===== src/rtl/inv_pipe.sv =====
// inv_pipe: masked XOR inverter carried through STAGES valid/ready register stages with occupancy count.
// Define INV_PIPE_PARITY_EN to add out_parity, the even parity of out_data carried as an extra stage bit.
module inv_pipe #(
  parameter int WIDTH = 8,
  parameter int STAGES = 3,
  localparam int OCC_W = $clog2(STAGES + 1)
) (
  input  logic             clk,
  input  logic             rst_n,
  input  logic             in_valid,
  output logic             in_ready,
  input  logic [WIDTH-1:0] in_data,
  input  logic [WIDTH-1:0] in_mask,
  output logic             out_valid,
  input  logic             out_ready,
  output logic [WIDTH-1:0] out_data,
`ifdef INV_PIPE_PARITY_EN
  output logic             out_parity,
`endif
  output logic [OCC_W-1:0] occupancy
);
  logic [STAGES-1:0] v_q, v_d, rdy;
  logic [STAGES-1:0][WIDTH-1:0] d_q, d_d;
  logic [OCC_W-1:0] occ_q, occ_d;
  logic [WIDTH-1:0] x;
  logic r;
  assign x = in_data ^ in_mask;
  always_comb begin
    rdy = '0;
    r = out_ready;
    // a stage can take a word if it is empty or everything ahead of it moves
    for (int i = STAGES - 1; i >= 0; i--) begin
      r = ~v_q[i] | r;
      rdy[i] = r;
    end
  end
  always_comb begin
    v_d = v_q;
    d_d = d_q;
    v_d[0] = rdy[0] ? in_valid : v_q[0];
    d_d[0] = (rdy[0] && in_valid) ? x : d_q[0];
    for (int i = 1; i < STAGES; i++) begin
      v_d[i] = rdy[i] ? v_q[i-1] : v_q[i];
      d_d[i] = (rdy[i] && v_q[i-1]) ? d_q[i-1] : d_q[i];
    end
    occ_d = occ_q + OCC_W'(in_valid & rdy[0]) - OCC_W'(v_q[STAGES-1] & out_ready);
  end
  always_ff @(posedge clk or negedge rst_n) begin
    if (!rst_n) begin
      v_q <= '0;
      d_q <= '0;
      occ_q <= '0;
    end else begin
      v_q <= v_d;
      d_q <= d_d;
      occ_q <= occ_d;
    end
  end
`ifdef INV_PIPE_PARITY_EN
  logic [STAGES-1:0] p_q, p_d;
  always_comb begin
    p_d = p_q;
    p_d[0] = (rdy[0] && in_valid) ? ^x : p_q[0];
    for (int i = 1; i < STAGES; i++) p_d[i] = (rdy[i] && v_q[i-1]) ? p_q[i-1] : p_q[i];
  end
  always_ff @(posedge clk or negedge rst_n) begin
    if (!rst_n) p_q <= '0;
    else p_q <= p_d;
  end
  assign out_parity = p_q[STAGES-1];
`endif
  assign in_ready = rdy[0];
  assign out_valid = v_q[STAGES-1];
  assign out_data = d_q[STAGES-1];
  assign occupancy = occ_q;
endmodule

===== config.mk =====
export PLATFORM = sky130hd
export DESIGN_NAME = inv_pipe
export DESIGN_NICKNAME = d
export VERILOG_FILES = /design/src/rtl/inv_pipe.sv
export SDC_FILE = /design/constraint.sdc
export NUM_CORES = 1
export LEC_CHECK = 0
export ABC_AREA = 1
export CAP_MARGIN = 20
export CORE_UTILIZATION = 50
export DETAILED_ROUTE_END_ITERATION = 8
export DONT_BUFFER_PORTS = 1
export SLEW_MARGIN = 20
export SYNTH_ARGS = -nofsm -noshare
export SYNTH_HDL_FRONTEND = slang
export SYNTH_SLANG_ARGS = --single-unit

===== constraint.sdc =====
create_clock -name clk -period 1.8 [get_ports clk]
set_input_delay 0.36 -clock clk [delete_from_list [all_inputs] [get_ports clk]]
set_output_delay 0.36 -clock clk [all_outputs]
set_load 0.05 [all_outputs]

==> impl_metrics.toml, run 1 <==
[synth]
syn_area_per_cell_um2 = 8.19
syn_inst = 166
synth_cell_types = 12
ys_seq_elements = 29
synth_area_um2 = 1360
synthesis.nets = 188
ys_warn_count = 0
yosysSeqAreaShare = 0.534

[route]
drc = 0
wl_per_cell_um = 10.8
antenna_left = 0
vias = 961
finalWirelength_um = 2140
drt_iter0_markers = 10
via_per_inst = 4.88
dr.pass1.iters = 3

[worst_setup_path]
critPathRequiredTime_ps = 1440
critPathLaunchType = "flop"
worstPathMaxFanout = 10
critPathCaptureType = "output pin"
cp.arrival_ps = 1300
crit_type = "flop to output pin"
r2r_cells = 8
rr_endpoint = "occupancy[1]"
rr_startpoint = "v_q[0]"
ff2ff_setup_slack_ps = 180

[worst_hold_path]
holdPathEnd = "d_q[6]"
hold_depth = 2
hold_class = "input port to flop"
worstHoldStart = "in_valid"

[run]
max-cap-violations = 0

[die]
start_util = 0.539
rows = 18
die_area_um2 = 2930
die_h_um = 54.2
core_area_um2 = 2520
boundaryPins = 32
die_w_um = 54.2

[global_routing]
grt_pass1_vias = 821
grt_usage = 0.175
antenna_found_initial = 0
grt_max_degree = 30
grt_pass1_wl_um = 3520
gr-total-overflow = 0

[cts]
cts.sinks = 29
ctsHoldBuffers = 2
clockBufferDepth = 2
h-tree-depth = 2
cts_setup_buffers = 0
clk_latency_ps = 320
cts_resized = 0
cts_root_buf = "clkbuf_4"
cts_tree = "done"
cts_made_buffers = 5
clkTransAtPathRegs_ps = 80

[timing]
slew_violations = 0
hold_violations = 0
setup_violations = 0
post-route-min-period_ps = 1660
timing.fmax_mhz = 603
slew_headroom = 0.662
grt_setup_unrepaired = "false"
worst_pin_slew_ps = 507
period_share = 0.921
fin_setup_tns_ps = 0
clock_skew_ps = 5.59

[finish]
layout_common_cells = "nand2_1 (63), dfrtp_1 (29), nand3_1 (24)"
seq_area_um2 = 726
layout-drive-gt1-share = 0.0838
multi_input_area_um2 = 499
num-fill-cells = 251
layout_commonest_cell = "nand2_1"
area_growth_pct = 3.86
utilization = 0.560
fin_nets = 188
num_antenna_cells = 0
stdcell_area_um2 = 1410

[power_and_ir_drop]
power_density_nw_per_um2 = 1550
p_leak_uw = 0.000806
peakVddDrop_v = 0.000982

[place]
port_buffers = 0
gp_congestion = 0.784
dpl_cell_area_um2 = 1330
dp_hpwl_um = 1570

[run_status]
status = "complete, no violations"
==> state kept, by name, indices dropped and copies added, names as in the netlist <==
| signal | count |
|---|---|
| occupancy | 2 |
| out_data | 8 |
| d_q | 16 |
| v_q | 3 |
==> through the flow <==
step	power [uW]	cells	setup WS (ps)	hold WS [ps]
global route	2350	197	20.3	167
global placement	1830	187	275	64.9
floorplan	1850	166	27.4	64.4
detailed placement	1840	187	177	65.0
CTS	2220	197	138	170
finish	2200	197	143	174
==> kinds of logic (layout without fill, tap and decap cells) <==
| logic type | after synthesis | count (layout) | share of synthesized area |
|---|---|---|---|
| buf+inv | 25 | 26 | 0.0994 |
| simple gates | 109 | 109 | 0.342 |
| fa+ha+maj | 2 | 2 | 0.0184 |
| flops | 29 | 29 | 0.534 |
| xor+xnor | 1 | 1 | 0.00644 |
==> Yosys cell counts (all sizes together) <==
cell type | n | share of area
xnor2 | 1 | 0.0064
inv | 13 | 0.036
clkbuf | 1 | 0.0028
ha | 2 | 0.018
dfrtp | 29 | 0.53
buf | 11 | 0.061
nand2 | 67 | 0.19
nand3 | 25 | 0.10
nor2 | 16 | 0.044
nand4 | 1 | 0.0046
==> cell type report <==
class / count / area share
sequential: 29 / 0.514
multi-input combinational: 112 / 0.353
timing repair buffer: 5 / 0.0372
clock buffer: 8 / 0.0345
inverter: 13 / 0.0345
tap: 30 / 0.0266
==> worst max path at each step <==
stage,from,end,slack [ps]
after floorplan,v_q[2],occupancy[1],30
after global placement,v_q[0],occupancy[1],270
after detailed placement,v_q[0],occupancy[1],180
after CTS,v_q[0],in_ready,140
after global routing,v_q[0],occupancy[1],20
final,v_q[0],in_ready,140
==> worst max-delay path, stage by stage (launching register included) <==
cell and delay [ps]:
dfrtp_1 510, nand4_1 200, buf_4 260
==> power by group <==
group          switching (uW)  internal (uW)
Clock                     204            155
Combinational             301            180
Sequential                494            860
Total                    1000           1200
==> layer usage <==
layer,global-route usage,part of all wire
met1,0.202,0.48
met3,0.0763,0.068
met4,0.0769,0.020
met2,0.278,0.43
met5,0,0
No activity file was read; power rests on OpenSTA's default activity.
==> run 2: changes to the inputs <==
--- a/config.mk
+++ b/config.mk
@@ -5,11 +5,11 @@
 export SDC_FILE = /design/constraint.sdc
 export NUM_CORES = 1
 export LEC_CHECK = 0
-export ABC_AREA = 1
 export CAP_MARGIN = 20
-export CORE_UTILIZATION = 50
+export CORE_UTILIZATION = 55
 export DETAILED_ROUTE_END_ITERATION = 8
 export DONT_BUFFER_PORTS = 1
+export PLACE_DENSITY = 0.7
 export SLEW_MARGIN = 20
 export SYNTH_ARGS = -nofsm -noshare
 export SYNTH_HDL_FRONTEND = slang
==> run 2 against run 1 <==
Compared with the run above: clock skew grew 6.2 ps; area after synthesis decreased by 7.4%; non-clock buffer count down 1; worst setup slack better by 86 ps; fmax grew 5.5%; combinational power decreased by 30%; worst hold slack worse by 27 ps; register-to-register slack improved by 50 ps; synthesized cell count down 49%; critical path depth grew 5; critical endpoint is now occupancy[1]; largest power group unchanged; highest routed layer unchanged.
==> impl_metrics.toml, run 2 <==
[place]
dpl_cell_area_um2 = 1260
port_buffers = 0
dp_hpwl_um = 1180
gp_congestion = 0.707

[synth]
postSynth.asyncResetShare = 1.00
syn_area_per_cell_um2 = 15.0
synth_area_um2 = 1260
ys_top_cells_by_area = "dfrtp_1 (58%), mux2_2 (21%), xor2_1 (5.6%)"
synth_edf_count = 0
synth.most_common_cell = "dfrtp_1"
ys_seq_elements = 29
syn_inst = 84
synth_ff_type = "dfrtp_1"
synth_top_area_share = 0.576
yosysSeqAreaShare = 0.576
synth.top_cells.by_count = "dfrtp_1 (29), mux2_2 (24), buf_4 (8), xor2_1 (8), nand2b_1 (3)"
synthesis.nets = 106
synth_area_leader_cell = "dfrtp_1"
synth_cell_types = 14
ys_warn_count = 0

[worst_setup_path]
critPathRequiredTime_ps = 2040
critPathCaptureType = "flop"
crit_type = "flop to flop"
critPathLaunchType = "flop"
worstPathMaxFanout = 9
cp.arrival_ps = 1820

[finish]
area_growth_pct = 9.63
stdcell_area_um2 = 1380
layout_commonest_cell = "dfrtp_1"
multi_input_area_um2 = 483
top_register = "d_q"
layout_common_cells = "dfrtp_1 (28), mux2_2 (24), xor2_1 (8)"
layout-drive-gt1-share = 0.466
seq_area_um2 = 727
utilization = 0.670
num_antenna_cells = 0
largest_reg_flops = 16
fin_nets = 109
num-fill-cells = 154

[die]
boundaryPins = 32
start_util = 0.611
core_area_um2 = 2060
die_area_um2 = 2490
die_h_um = 49.9
die_w_um = 49.9
rows = 16

[cts]
cts_root_buf = "clkbuf_4"
cts_made_buffers = 5
h-tree-depth = 2
cts_tree = "done"
clk_latency_ps = 330
clkTransAtPathRegs_ps = 90
clockBufferDepth = 2
cts.sinks = 29

[route]
drc = 0
drt_iter0_markers = 1
dr.pass1.iters = 3
antenna_left = 0
vias = 626
wl_per_cell_um = 14.7
via_per_inst = 5.44
finalWirelength_um = 1690

[global_routing]
top_usage_layer = "met2"
grt_pass1_vias = 669
grt_usage = 0.174
grt_util_met2 = 0.270
use_met1 = 0.191
grt_max_degree = 30
antenna_found_initial = 0
use_met3 = 0.0957
grt_pass1_wl_um = 2930
gr-total-overflow = 0

[power_and_ir_drop]
p_leak_uw = 0.000596
p_comb_frac = 0.150
p_int_uw = 1390
swShare = 0.381
peakVddDrop_v = 0.000985
power_density_nw_per_um2 = 1620
seq_power_share = 0.603
p_switching_uw = 853
pwr-share-clk = 0.247

[timing]
post-route-min-period_ps = 1570
clock_skew_ps = 11.8
worst_pin_slew_ps = 499
hold_violations = 0
setup_violations = 0
slew_violations = 0
fin_setup_tns_ps = 0
fin_hold_ws_ps = 147
timing.fmax_mhz = 636
period_share = 0.873
slew_headroom = 0.667
grt_setup_unrepaired = "false"

[worst_hold_path]
hold_class = "input port to flop"

[run_status]
status = "complete, no violations"

[run]
max-cap-violations = 0
-- run 2: cell count changes in the layout (fill, tap and decap cells not counted), sizes merged, moves of 2 or more --
cell    previous run  this run
inv               13         1
nand2b             0         3
nand2             67         3
nand3             25         0
clkbuf             8         6
mux2               0        24
nor2              16         0
xor2               0         8
-- run 2: path summary, 6_finish.rpt --
check / from / endpoint / slack (ps) / depth (start not counted)
max in group asynchronous: rst_n / v_q[2] / 1140 / 2
min in group asynchronous: rst_n / d_q[5] / 480 / 2
min: in_valid / v_q[0] / 150 / 1
min reg2reg: d_q[10] / d_q[10] / 500 / 1
max: v_q[2] / occupancy[1] / 230 / 7
max reg2reg: v_q[2] / occupancy[1] / 230 / 7
-- run 2: through the flow --
| step | std cells | total power, uW | setup WS (ps) |
|---|---|---|---|
| floorplan | 84 | 1740 | 8.06 |
| global placement | 105 | 1670 | 276 |
| detailed placement | 105 | 1700 | 219 |
| CTS | 115 | 2270 | 202 |
| global route | 115 | 2360 | 104 |
| finish | 115 | 2240 | 229 |
-- run 2: repair_timing --
item | in CTS | in global routing
gates resized for setup | 0 | 0
buffers inserted | 0 | 0
hold buffers | 2 | 0
hold endpoints to repair | 29 | 0
-- run 2: layout make-up --
type | instances | area share
inverter | 1 | 0.00272
multi-input combinational | 46 | 0.350
timing repair buffer | 4 | 0.0326
tap | 27 | 0.0245
sequential | 29 | 0.526
clock buffer | 6 | 0.0371
clock inverter | 2 | 0.0272
-- run 2: routing by layer --
layer / vias up / share of wire
met2: 24 / 0.49
met4: 0 / 0.021
met5: - / 0
met1: 312 / 0.41
li1: 283 / -
met3: 7 / 0.079
-- run 2: cell families after synthesis --
group,share of synthesized area
multiplexers,0.214
buffers and inverters,0.0506
adder cells (fa/ha/maj),0.0199
flip-flops,0.576
XOR/XNOR,0.0695
AND/OR/NAND/NOR,0.0695
-- run 2: power groups by stage --
stage | registers [uW] | clock network, uW | logic [uW]
2_1_floorplan | 1040 | 0 | 701
3_3_place_gp | 1370 | 0 | 304
3_5_place_dp | 1370 | 0 | 323
4_1_cts | 1360 | 571 | 344
5_1_grt | 1380 | 601 | 379
6_report | 1350 | 554 | 335
-- run 2: worst max-delay path, cell delays in order, from the launching register on --
cell and delay, ps:
dfrtp_2 460, nand4b_4 120, nand2_4 110, ha_4 270
inv_1 30, ha_1 170, xnor2_1 180, xnor2_1 150
